$ cat src/rtl/sa_pkg.sv
// sa_pkg: shared constants and state encoding for the 3x3 systolic-array controller.
package sa_pkg;
    localparam int N                = 3;
    localparam int DATA_W_DEF       = 8;
    localparam int DRAIN_CYCLES_DEF = 6;
    localparam int C_W              = N * N * 2 * DATA_W_DEF;
    typedef enum logic [1:0] {IDLE, FEED, DRAIN, DONE} state_t;
endpackage

$ cat src/rtl/sa_beat_mux.sv
// sa_beat_mux: selects column k of A and row k of B for one feed beat.
module sa_beat_mux
    import sa_pkg::*;
#(
    parameter int DATA_W = DATA_W_DEF
) (
    input  logic [N*N*DATA_W-1:0] a,
    input  logic [N*N*DATA_W-1:0] b,
    input  logic [1:0]            k,
    output logic [N*DATA_W-1:0]   a_col,
    output logic [N*DATA_W-1:0]   b_row
);
    for (genvar i = 0; i < N; i++) begin : g_lane
        assign a_col[i*DATA_W +: DATA_W] = a[(N*i + int'(k))*DATA_W +: DATA_W];
        assign b_row[i*DATA_W +: DATA_W] = b[(N*int'(k) + i)*DATA_W +: DATA_W];
    end
endmodule

$ cat src/rtl/sa_ctrl.sv
// sa_ctrl: job controller feeding a 3x3 systolic array and capturing its result.
// Optional SA_CTRL_JOB_CNT_EN adds a 16-bit completed-job counter output.
module sa_ctrl
    import sa_pkg::*;
#(
    parameter int DATA_W       = DATA_W_DEF,
    parameter int DRAIN_CYCLES = DRAIN_CYCLES_DEF
) (
    input  logic                  clk,
    input  logic                  reset,
    input  logic                  in_valid,
    output logic                  in_ready,
    input  logic [N*N*DATA_W-1:0] a_mat,
    input  logic [N*N*DATA_W-1:0] b_mat,
    output logic [N*DATA_W-1:0]   arr_a,
    output logic [N*DATA_W-1:0]   arr_b,
    output logic                  arr_clr,
    input  logic [C_W-1:0]        arr_c,
    output logic                  out_valid,
    input  logic                  out_ready,
    output logic [C_W-1:0]        c_out
`ifdef SA_CTRL_JOB_CNT_EN
    ,
    output logic [15:0]           job_cnt
`endif
);
    localparam int DW = $clog2(DRAIN_CYCLES + 1);

    state_t                state;
    logic [1:0]            beat;
    logic [DW-1:0]         drain;
    logic [N*N*DATA_W-1:0] a_reg, b_reg, a_src, b_src;
    logic [N*DATA_W-1:0]   a_col, b_row;
    logic [1:0]            k;

    // The first beat is registered on the accepting edge, straight from the ports.
    assign a_src = (state == IDLE) ? a_mat : a_reg;
    assign b_src = (state == IDLE) ? b_mat : b_reg;
    assign k     = (state == FEED && beat != 2'd2) ? beat + 2'd1 : 2'd0;

    sa_beat_mux #(.DATA_W(DATA_W)) u_mux (
        .a     (a_src),
        .b     (b_src),
        .k     (k),
        .a_col (a_col),
        .b_row (b_row)
    );

    always_ff @(posedge clk or negedge reset) begin
        if (!reset) begin
            state     <= IDLE;
            beat      <= '0;
            drain     <= '0;
            a_reg     <= '0;
            b_reg     <= '0;
            in_ready  <= 1'b1;
            arr_clr   <= 1'b1;
            arr_a     <= '0;
            arr_b     <= '0;
            out_valid <= 1'b0;
            c_out     <= '0;
`ifdef SA_CTRL_JOB_CNT_EN
            job_cnt   <= '0;
`endif
        end else begin
            unique case (state)
                IDLE: if (in_valid) begin
                    a_reg    <= a_mat;
                    b_reg    <= b_mat;
                    beat     <= '0;
                    in_ready <= 1'b0;
                    arr_clr  <= 1'b0;
                    arr_a    <= a_col;
                    arr_b    <= b_row;
                    state    <= FEED;
                end
                FEED: if (beat == 2'd2) begin
                    arr_a <= '0;
                    arr_b <= '0;
                    drain <= '0;
                    state <= DRAIN;
                end else begin
                    beat  <= beat + 2'd1;
                    arr_a <= a_col;
                    arr_b <= b_row;
                end
                DRAIN: if (drain == DW'(DRAIN_CYCLES - 1)) begin
                    c_out     <= arr_c;
                    out_valid <= 1'b1;
                    state     <= DONE;
                end else begin
                    drain <= drain + 1'b1;
                end
                DONE: if (out_ready) begin
                    out_valid <= 1'b0;
                    in_ready  <= 1'b1;
                    arr_clr   <= 1'b1;
                    beat      <= '0;
                    drain     <= '0;
                    state     <= IDLE;
`ifdef SA_CTRL_JOB_CNT_EN
                    job_cnt   <= job_cnt + 16'd1;
`endif
                end
            endcase
        end
    end
endmodule

$ cat config.mk
export PLATFORM = sky130hd
export DESIGN_NAME = sa_ctrl
export DESIGN_NICKNAME = d
export VERILOG_FILES = /design/src/rtl/sa_pkg.sv /design/src/rtl/sa_beat_mux.sv /design/src/rtl/sa_ctrl.sv
export SDC_FILE = /design/constraint.sdc
export NUM_CORES = 1
export LEC_CHECK = 0
export ABC_AREA = 0
export CORE_ASPECT_RATIO = 1.25
export CORE_UTILIZATION = 43
export CTS_BUF_LIST = sky130_fd_sc_hd__clkbuf_16
export CTS_CLUSTER_DIAMETER = 200
export DETAILED_ROUTE_END_ITERATION = 10
export PLACE_DENSITY = 0.8
export SYNTH_ARGS = -nofsm -noshare
export SYNTH_HDL_FRONTEND = slang
export SYNTH_SLANG_ARGS = --single-unit
$ cat constraint.sdc
create_clock -name clk -period 3.35 [get_ports clk]
set_input_delay 0.5025 -clock clk [delete_from_list [all_inputs] [get_ports clk]]
set_output_delay 0.5025 -clock clk [all_outputs]
set_load 0.02 [all_outputs]
==> results.txt, run 1 <==
----------------------------------------------------
[Outcome]
  Result of the run ... finished clean

[CTS]
  TritonCTS clock tree ... yes
  Clock slew at reported path FFs ... 60 ps
  CTS sink count ... 345
  H-tree depth ... 2
  TritonCTS Buffers ... 38
  Clock network latency to the later pin of the worst-skew pair ... 540 ps
  Clock root buffer ... sky130_fd_sc_hd__clkbuf_16
  Clock tree buffer depth ... 3

[STA]
  Final Worst Setup Slack ... 198 ps
  Max Transition Viols Final ... 0
  Setup TNS Final ... 0 ps
  Maximum frequency from static timing analysis ... 317 MHz
  Final Hold Viols ... 0
  Pin slew with the least headroom to its limit ... 798 ps
  Max-Slew Margin vs Limit ... 0.467
  Period Utilization, post-route ... 0.941
  Skew final ... 18.3 ps
  Unrepaired setup endpoints after global routing ... false
  Shortest period the worst path allows ... 3150 ps
  Setup-failing EPs final ... 0

[Cells and area]
  Layout cells sized above 1 ... 0.287
  Area delta synth->final ... 41.9%
  Final Net Count ... 1,895
  Number of filler cells placed in the layout ... 2,806
  Max reg flops ... 144
  Combined area of the multi-input logic cells ... 0.00706 mm2
  Storage element area ... 0.00863 mm2
  Share of the core filled with cells in the final layout ... 0.624

[Synth]
  YS warnings ... 0
  Average instance area after synthesis ... 14.3 um2
  Top cells by instance count after synthesis ... sky130_fd_sc_hd__dfrtp_1 (344), sky130_fd_sc_hd__mux2_2 (310), sky130_fd_sc_hd__nand2_1 (98)
  Most area-hungry cell type in the Yosys netlist ... sky130_fd_sc_hd__dfrtp_1
  Top cells by area in the synthesized netlist ... sky130_fd_sc_hd__dfrtp_1 (54%), sky130_fd_sc_hd__mux2_2 (22%), sky130_fd_sc_hd__mux4_2 (9.1%)
  Synthesized netlist net count ... 1,420
  Post-synth EDFFs ... 0
  Mapped Area ... 0.0160 mm2
  Most used flip-flop cell after synthesis ... sky130_fd_sc_hd__dfrtp_1
  Cell count after synthesis ... 1,119
  Most common cell in the netlist ... sky130_fd_sc_hd__dfrtp_1
  Yosys reg bits ... 345
  Share of async-settable or async-resettable flops after synthesis ... 1.00
  Distinct cell type count after synthesis ... 41
  Portion of synthesized cell area occupied by the leading cell type ... 0.536
  Sequential share of the synthesized area ... 0.538

[Power]
  Switching part of the total power ... 0.363
  Clock network fraction of total power ... 0.198
  Net switching component of the power ... 7.81 mW
  Comb power frac ... 0.486
  Fraction of power consumed by sequential logic ... 0.316
  Power per unit of standard cell area ... 946 mW/mm2
  Leakage component of the power ... 9.43 nW
  Internal power component ... 13.7 mW
  Worst ir drop on vdd ... 694 uV
  Total power ... 21.5 mW

[Setup path]
  Required time at the endpoint of the critical path ... 3830 ps
  Crit end category ... flip-flop
  Worst R2R Start ... state[1]$_DFFE_PN0P_
  Type of the setup path with the least slack ... flip-flop to flip-flop
  Worst Path Arrival ... 3630 ps
  CP startpoint ... state[1]$_DFFE_PN0P_
  Cell mode on critical path ... sky130_fd_sc_hd__ha_1
  Delay contributed by the slowest stage of the critical path ... 680 ps
  CP max-delay cell ... sky130_fd_sc_hd__nor2b_1
  Maximum net fanout on the critical path ... 10
  Setup crit start kind ... flip-flop
  Cell Chain, Critical Path ... inv_1 -> ha_1 -> or3b_1 -> ha_1 -> nor2b_1 -> a22oi_1 -> a41oi_1 -> a21o_1

[Route]
  Detailed Route Iter0 Violations ... 651
  Antenna Nets Post-Route ... 0
  Via-per-instance ratio ... 5.54
  # DRC ... 0
  Vias after detailed routing ... 11,645
  Total routed wirelength ... 52.4 mm
  Avg WL per Cell ... 24.9 um
  DRT Pass-1 Iters ... 4

[Floorplan]
  Std-Cell Core Area ... 0.0365 mm2
  Initial core utilization ... 0.440
  Full die area ... 0.0381 mm2
  Number of primary I/O pins ... 487
  Die boundary width ... 175 um
  Row count ... 78
  Chip Height ... 218 um

[Global routing]
  Wire length of the first global-routing pass ... 77.5 mm
  Number of antenna violations at the first check in global routing ... 9
  Overall track demand over capacity in global routing ... 0.274
  Sum of overflow across all layers after global routing ... 0
  Via count of the first global-routing pass ... 12,424
  Maximum number of pins on one net before global-route repair ... 102

[Place]
  Minimum setup slack after placement ... 316 ps
  Post-DP HPWL ... 39.9 mm
  RD Place Congestion ... 0.965
  Port bufs ... 486

[Min path]
  Launch point of the worst hold path ... arr_b[10]$_DFFE_PN0P_
  Hold crit path type ... flip-flop to flip-flop

[Run]
  # Max-Cap Violations ... 0

----------------------------------------------------
## critical path: cells and delay by family, from the launching register on
| family | cells | cell delay [ps] |
|---|---|---|
| DFF | 1 | 400 |
| AOI/OAI and AO/OA | 3 | 570 |
| and+or+nand+nor | 2 | 1100 |
| buffers and inverters | 1 | 140 |
| adders and majority gates | 2 | 900 |
## power groups by stage
stage               clock network, mW  registers [mW]  logic [mW]
floorplan                           0            7.44        5.85
global placement                    0            6.75        10.3
detailed placement                  0            6.86        10.5
CTS                              4.38            6.79        10.5
global route                     4.53            6.99        11.1
finish                           4.27            6.80        10.5
## cell type report
| cell class | instances | share of cell area |
|---|---|---|
| clock inverters | 24 | 0.0101 |
| well taps | 480 | 0.0264 |
| repair buffers | 514 | 0.228 |
| flip-flops and latches | 345 | 0.379 |
| multi-input cells | 688 | 0.310 |
| inverters | 7 | 0.00126 |
| diodes | 4 | 0.000440 |
| clock buffers | 41 | 0.0450 |
## stage by stage
stage	area, um2	hold slack (ps)	cells
2_1_floorplan	16000	207	1119
3_3_place_gp	21500	449	2033
3_5_place_dp	21500	456	2033
4_1_cts	22800	469	2099
5_1_grt	22800	490	2100
6_report	22800	467	2103
## layer usage
metal	wire (um)	global-route usage	up-vias
met2	26100	0.465	470
met4	1850	0.106	4
met1	20100	0.326	5960
met5	29	0	-
li1	-	-	5123
met3	4330	0.0846	88
## layout by cell type, fill, tap and decap left out, drive strengths merged, types with 5 or more instances in the layout
| master | synthesis | routed |
|---|---|---|
| clkdlybuf4s50 | 0 | 485 |
| mux2i | 49 | 49 |
| mux4 | 65 | 65 |
| mux2 | 310 | 310 |
| a22oi | 24 | 24 |
| a221o | 8 | 8 |
| buf | 48 | 28 |
| bufinv | 0 | 5 |
| a21oi | 7 | 7 |
| clkinv | 0 | 12 |
| ha | 9 | 9 |
| nor3 | 11 | 11 |
| nor2b | 5 | 5 |
| dfrtp | 344 | 344 |
| clkbuf | 31 | 41 |
| nand2 | 98 | 98 |
| o22ai | 8 | 8 |
| a21o | 9 | 9 |
| a31oi | 7 | 7 |
| o21ai | 21 | 21 |
| nor2 | 11 | 11 |
| a22o | 10 | 10 |
| a32oi | 14 | 14 |
| inv | 7 | 13 |
## kinds of logic (layout without fill, tap and decap cells)
kind of cell / count (synthesis) / count (layout) / share of synthesized area
other cells: 0 / 4 / 0
simple gates: 138 / 138 / 0.0363
compound gates: 117 / 117 / 0.0533
flops: 345 / 345 / 0.538
mux: 424 / 424 / 0.339
buf+inv: 86 / 586 / 0.0259
fa+ha+maj: 9 / 9 / 0.00702
## timing repair
item | in CTS | in global routing
buffers inserted | 0 | 0
hold endpoints to repair | 71 | 0
gates resized for setup | 0 | 1
setup endpoints to repair | 0 | 2
hold buffers | 1 | 0
## final timing paths
kind                       cells after the start  slack [ps]               endpoint
setup / recovery                               8         200  arr_b[23]$_DFFE_PN0P_
hold / removal                                 2         470  arr_b[10]$_DFFE_PN0P_
setup reg to reg                               8         200  arr_b[23]$_DFFE_PN0P_
hold reg to reg                                2         470  arr_b[10]$_DFFE_PN0P_
max in group asynchronous                      3        1850  c_out[44]$_DFFE_PN0P_
min in group asynchronous                      2         560  b_reg[41]$_DFFE_PN0P_
Note: power is estimated with default switching activity, not from simulation.
==> run 2: changes to the inputs <==
--- a/config.mk
+++ b/config.mk
@@ -11,7 +11,9 @@
 export CTS_BUF_LIST = sky130_fd_sc_hd__clkbuf_16
 export CTS_CLUSTER_DIAMETER = 200
 export DETAILED_ROUTE_END_ITERATION = 10
+export GPL_TIMING_DRIVEN = 0
 export PLACE_DENSITY = 0.8
 export SYNTH_ARGS = -nofsm -noshare
 export SYNTH_HDL_FRONTEND = slang
+export SYNTH_HIERARCHICAL = 1
 export SYNTH_SLANG_ARGS = --single-unit
==> results.txt, run 2 <==
----------------------------------------------------
[STA]
  Setup-failing EPs final ... 0 (unchanged)
  Period Utilization, post-route ... 0.805 (-0.136)
  Hold slack ... 485 ps (+18.0 ps)
  Unrepaired setup endpoints after global routing ... false
  Shortest period the worst path allows ... 2700 ps (-455 ps)
  Skew final ... 13.3 ps (-5.05 ps)
  Pin slew with the least headroom to its limit ... 662 ps (-135 ps)
  Final Hold Viols ... 0 (unchanged)
  Maximum frequency from static timing analysis ... 371 MHz (+17%)
  Final Worst Setup Slack ... 653 ps (+455 ps)
  Max Transition Viols Final ... 0 (unchanged)
  Max-Slew Margin vs Limit ... 0.558 (+0.0913)

[Setup path]
  Internal reg-to-reg setup slack ... 650 ps (+460 ps)
  Worst R2R Start ... state[1]$_DFFE_PN0P_
  R2r worst-path depth ... 9 (+1)
  Maximum net fanout on the critical path ... 10 (unchanged)
  Crit end category ... flip-flop
  Required time at the endpoint of the critical path ... 3730 ps (-100 ps)
  Worst Path Arrival ... 3080 ps (-550 ps)
  CP startpoint ... state[1]$_DFFE_PN0P_
  Critical path destination ... arr_a[10]$_DFFE_PN0P_
  Setup crit start kind ... flip-flop
  Worst R2R End ... arr_a[10]$_DFFE_PN0P_
  Type of the setup path with the least slack ... flip-flop to flip-flop

[Power]
  Fraction of power consumed by sequential logic ... 0.316 (about the same)
  Internal power component ... 15.1 mW (+10%)
  Comb power frac ... 0.510 (+0.024)
  Leakage component of the power ... 9.83 nW (+4.3%)
  Net switching component of the power ... 8.47 mW (+8.5%)
  Power per unit of standard cell area ... 1020 mW/mm2 (+8.1%)
  Clock network fraction of total power ... 0.175 (-0.023)
  Switching part of the total power ... 0.359 (-0.00391)
  Worst ir drop on vdd ... 620 uV (-11%)
  Total power ... 23.6 mW (+9.6%)

[Route]
  Detailed Route Iter0 Violations ... 480 (-26%)
  Antenna Nets Post-Route ... 0 (unchanged)
  Vias after detailed routing ... 11,436 (-1.8%)
  Via-per-instance ratio ... 5.23 (-5.6%)
  Avg WL per Cell ... 23.0 um (-7.6%)
  DRT Pass-1 Iters ... 5 (+1)
  # DRC ... 0 (unchanged)
  Total routed wirelength ... 50.4 mm (-3.9%)

[Synth]
  Distinct cell type count after synthesis ... 38 (-7.3%)
  Most common cell in the netlist ... sky130_fd_sc_hd__mux2_2
  Synthesized netlist net count ... 1,438 (+1.3%)
  Post-synth EDFFs ... 0 (unchanged)
  Share of async-settable or async-resettable flops after synthesis ... 1.00 (unchanged)
  Sequential share of the synthesized area ... 0.529 (-0.00863)
  Most used flip-flop cell after synthesis ... sky130_fd_sc_hd__dfrtp_1
  Mapped Area ... 0.0163 mm2 (+1.6%)
  Top cells by area in the synthesized netlist ... sky130_fd_sc_hd__dfrtp_1 (53%), sky130_fd_sc_hd__mux2_2 (26%), sky130_fd_sc_hd__mux2_4 (5.5%)
  Top cells by instance count after synthesis ... sky130_fd_sc_hd__mux2_2 (374), sky130_fd_sc_hd__dfrtp_1 (344), sky130_fd_sc_hd__nand2_1 (99)
  Average instance area after synthesis ... 14.3 um2 (about the same)
  Cell count after synthesis ... 1,137 (+1.6%)
  Most area-hungry cell type in the Yosys netlist ... sky130_fd_sc_hd__dfrtp_1
  Yosys reg bits ... 345 (unchanged)
  YS warnings ... 6 (+6)
  Portion of synthesized cell area occupied by the leading cell type ... 0.528 (-0.00860)

[Floorplan]
  Initial core utilization ... 0.438 (-0.00200)
  Std-Cell Core Area ... 0.0373 mm2 (+2.1%)
  Full die area ... 0.0387 mm2 (+1.6%)
  Row count ... 79 (+1.3%)
  Chip Height ... 220 um (+0.80%)
  Die boundary width ... 176 um (+0.80%)
  Number of primary I/O pins ... 487 (unchanged)

[CTS]
  Clock tree buffer depth ... 3 (unchanged)
  H-tree depth ... 2 (unchanged)
  Number of buffers added to fix hold violations after cts ... 1 (unchanged)
  Clock slew at reported path FFs ... 60 ps (about the same)
  Number of cells upsized or downsized after cts ... 0 (unchanged)
  Clock root buffer ... sky130_fd_sc_hd__clkbuf_16
  Clock network latency to the later pin of the worst-skew pair ... 530 ps (about the same)
  TritonCTS Buffers ... 37 (-2.6%)
  CTS sink count ... 345 (unchanged)
  TritonCTS clock tree ... yes
  Buffers inserted by post-CTS timing repair ... 0 (unchanged)

[Cells and area]
  Final Net Count ... 1,967 (+3.8%)
  Commonest cells after routing, fill and taps aside ... sky130_fd_sc_hd__clkdlybuf4s50_1 (485), sky130_fd_sc_hd__mux2_2 (374), sky130_fd_sc_hd__dfrtp_1 (344)
  Max reg flops ... 144 (unchanged)
  Number of filler cells placed in the layout ... 2,838 (+1.1%)
  Non-Filler Instances ... 2,187 (+4.0%)
  Area delta synth->final ... 41.7%
  Most frequent standard cell in the layout excluding fill and tap cells ... sky130_fd_sc_hd__clkdlybuf4s50_1
  Share of the core filled with cells in the final layout ... 0.620 (-0.00394)
  Layout cells sized above 1 ... 0.344 (+0.0569)

[Place]
  Placed insts ... 2,112 (+3.9%)
  Post-DP HPWL ... 38.4 mm (-3.7%)
  Port bufs ... 486 (unchanged)
  RD Place Congestion ... 0.869 (-10%)
  Minimum setup slack after placement ... 649 ps (+334 ps)

[Global routing]
  Via count of the first global-routing pass ... 12,280 (-1.2%)
  Maximum number of pins on one net before global-route repair ... 118 (+16%)
  Wire length of the first global-routing pass ... 74.5 mm (-3.9%)
  Overall track demand over capacity in global routing ... 0.259 (-0.0157)
  Number of antenna violations at the first check in global routing ... 7 (-2)
  Sum of overflow across all layers after global routing ... 0 (unchanged)

[Outcome]
  Result of the run ... finished clean

[Min path]
  Hold crit path type ... flip-flop to flip-flop
  Worst Hold Path Cells ... 2 (unchanged)

[Run]
  # Max-Cap Violations ... 0 (unchanged)

----------------------------------------------------
-- run 2: changes by cell type after synthesis, moves of 24 or more --
| cell | change |
|---|---|
| sky130_fd_sc_hd__mux2_2 | +64 |
| sky130_fd_sc_hd__mux2_4 | +60 |
| sky130_fd_sc_hd__mux4_2 | -50 |
| sky130_fd_sc_hd__o2bb2ai_1 | +33 |
| sky130_fd_sc_hd__buf_6 | +25 |
| sky130_fd_sc_hd__o21ai_0 | +25 |
| sky130_fd_sc_hd__a22oi_1 | -24 |
-- run 2: metal layers --
metal,up-vias,track usage,share of wire
met4,2,0.103,0.032
li1,5151,-,-
met3,95,0.0870,0.088
met2,407,0.450,0.51
met1,5781,0.289,0.38
met5,-,0,0.00018
-- run 2: power by group through the flow --
stage | Combinational, mW | Clock [mW] | Sequential [mW]
global placement | 11.8 | 0 | 7.38
CTS | 12.1 | 4.22 | 7.45
global route | 12.8 | 4.39 | 7.68
finish | 12.0 | 4.13 | 7.46
floorplan | 5.99 | 0 | 8.68
detailed placement | 12.1 | 0 | 7.48
-- run 2: per-stage QoR --
stage                     cell area, um2  TNS (ps)
after floorplan                    16300         0
after global placement             21800  -4603120
after detailed placement           21900         0
after CTS                          23100         0
after global routing               23100         0
final                              23100         0
-- run 2: cell type report --
type | count | area, um2 | share of cell area
antenna | 7 | 17.5 | 0.000758
buffer | 80 | 598 | 0.0259
clock buffer | 39 | 976 | 0.0422
clock inverter | 28 | 233 | 0.0101
inverter | 6 | 22.5 | 0.000975
multi-input combinational | 706 | 7050 | 0.305
sequential | 345 | 8630 | 0.374
tap | 486 | 608 | 0.0263
timing repair buffer | 490 | 4960 | 0.215
-- run 2: cell families after synthesis --
family,count (synthesis),share of synthesized area
muxes,484,0.357
DFF,345,0.529
and+or+nand+nor,118,0.0298
AOI/OAI and AO/OA,95,0.0383
adders and majority gates,9,0.00691
buffers and inverters,86,0.0381
-- run 2: worst min path at each step --
| stage | startpoint | endpoint | slack [ps] |
|---|---|---|---|
| after floorplan | reset | a_reg[0]$_DFFE_PN0P_ | 210 |
| after CTS | arr_a[12]$_DFFE_PN0P_ | arr_a[12]$_DFFE_PN0P_ | 490 |
| after global placement | arr_a[19]$_DFFE_PN0P_ | arr_a[19]$_DFFE_PN0P_ | 460 |
| after global routing | arr_b[15]$_DFFE_PN0P_ | arr_b[15]$_DFFE_PN0P_ | 500 |
| final | arr_a[12]$_DFFE_PN0P_ | arr_a[12]$_DFFE_PN0P_ | 480 |
| after detailed placement | arr_a[12]$_DFFE_PN0P_ | arr_a[12]$_DFFE_PN0P_ | 470 |
-- run 2: worst max-delay path, stage by stage, from the launching register on --
cell,delay (ps)
sky130_fd_sc_hd__dfrtp_1,430
sky130_fd_sc_hd__inv_1,120
sky130_fd_sc_hd__ha_1,150
sky130_fd_sc_hd__buf_2,170
sky130_fd_sc_hd__buf_2,290
sky130_fd_sc_hd__buf_2,340
sky130_fd_sc_hd__mux2_2,420
sky130_fd_sc_hd__mux4_2,470
sky130_fd_sc_hd__nand2_1,70
sky130_fd_sc_hd__o21ai_0,90
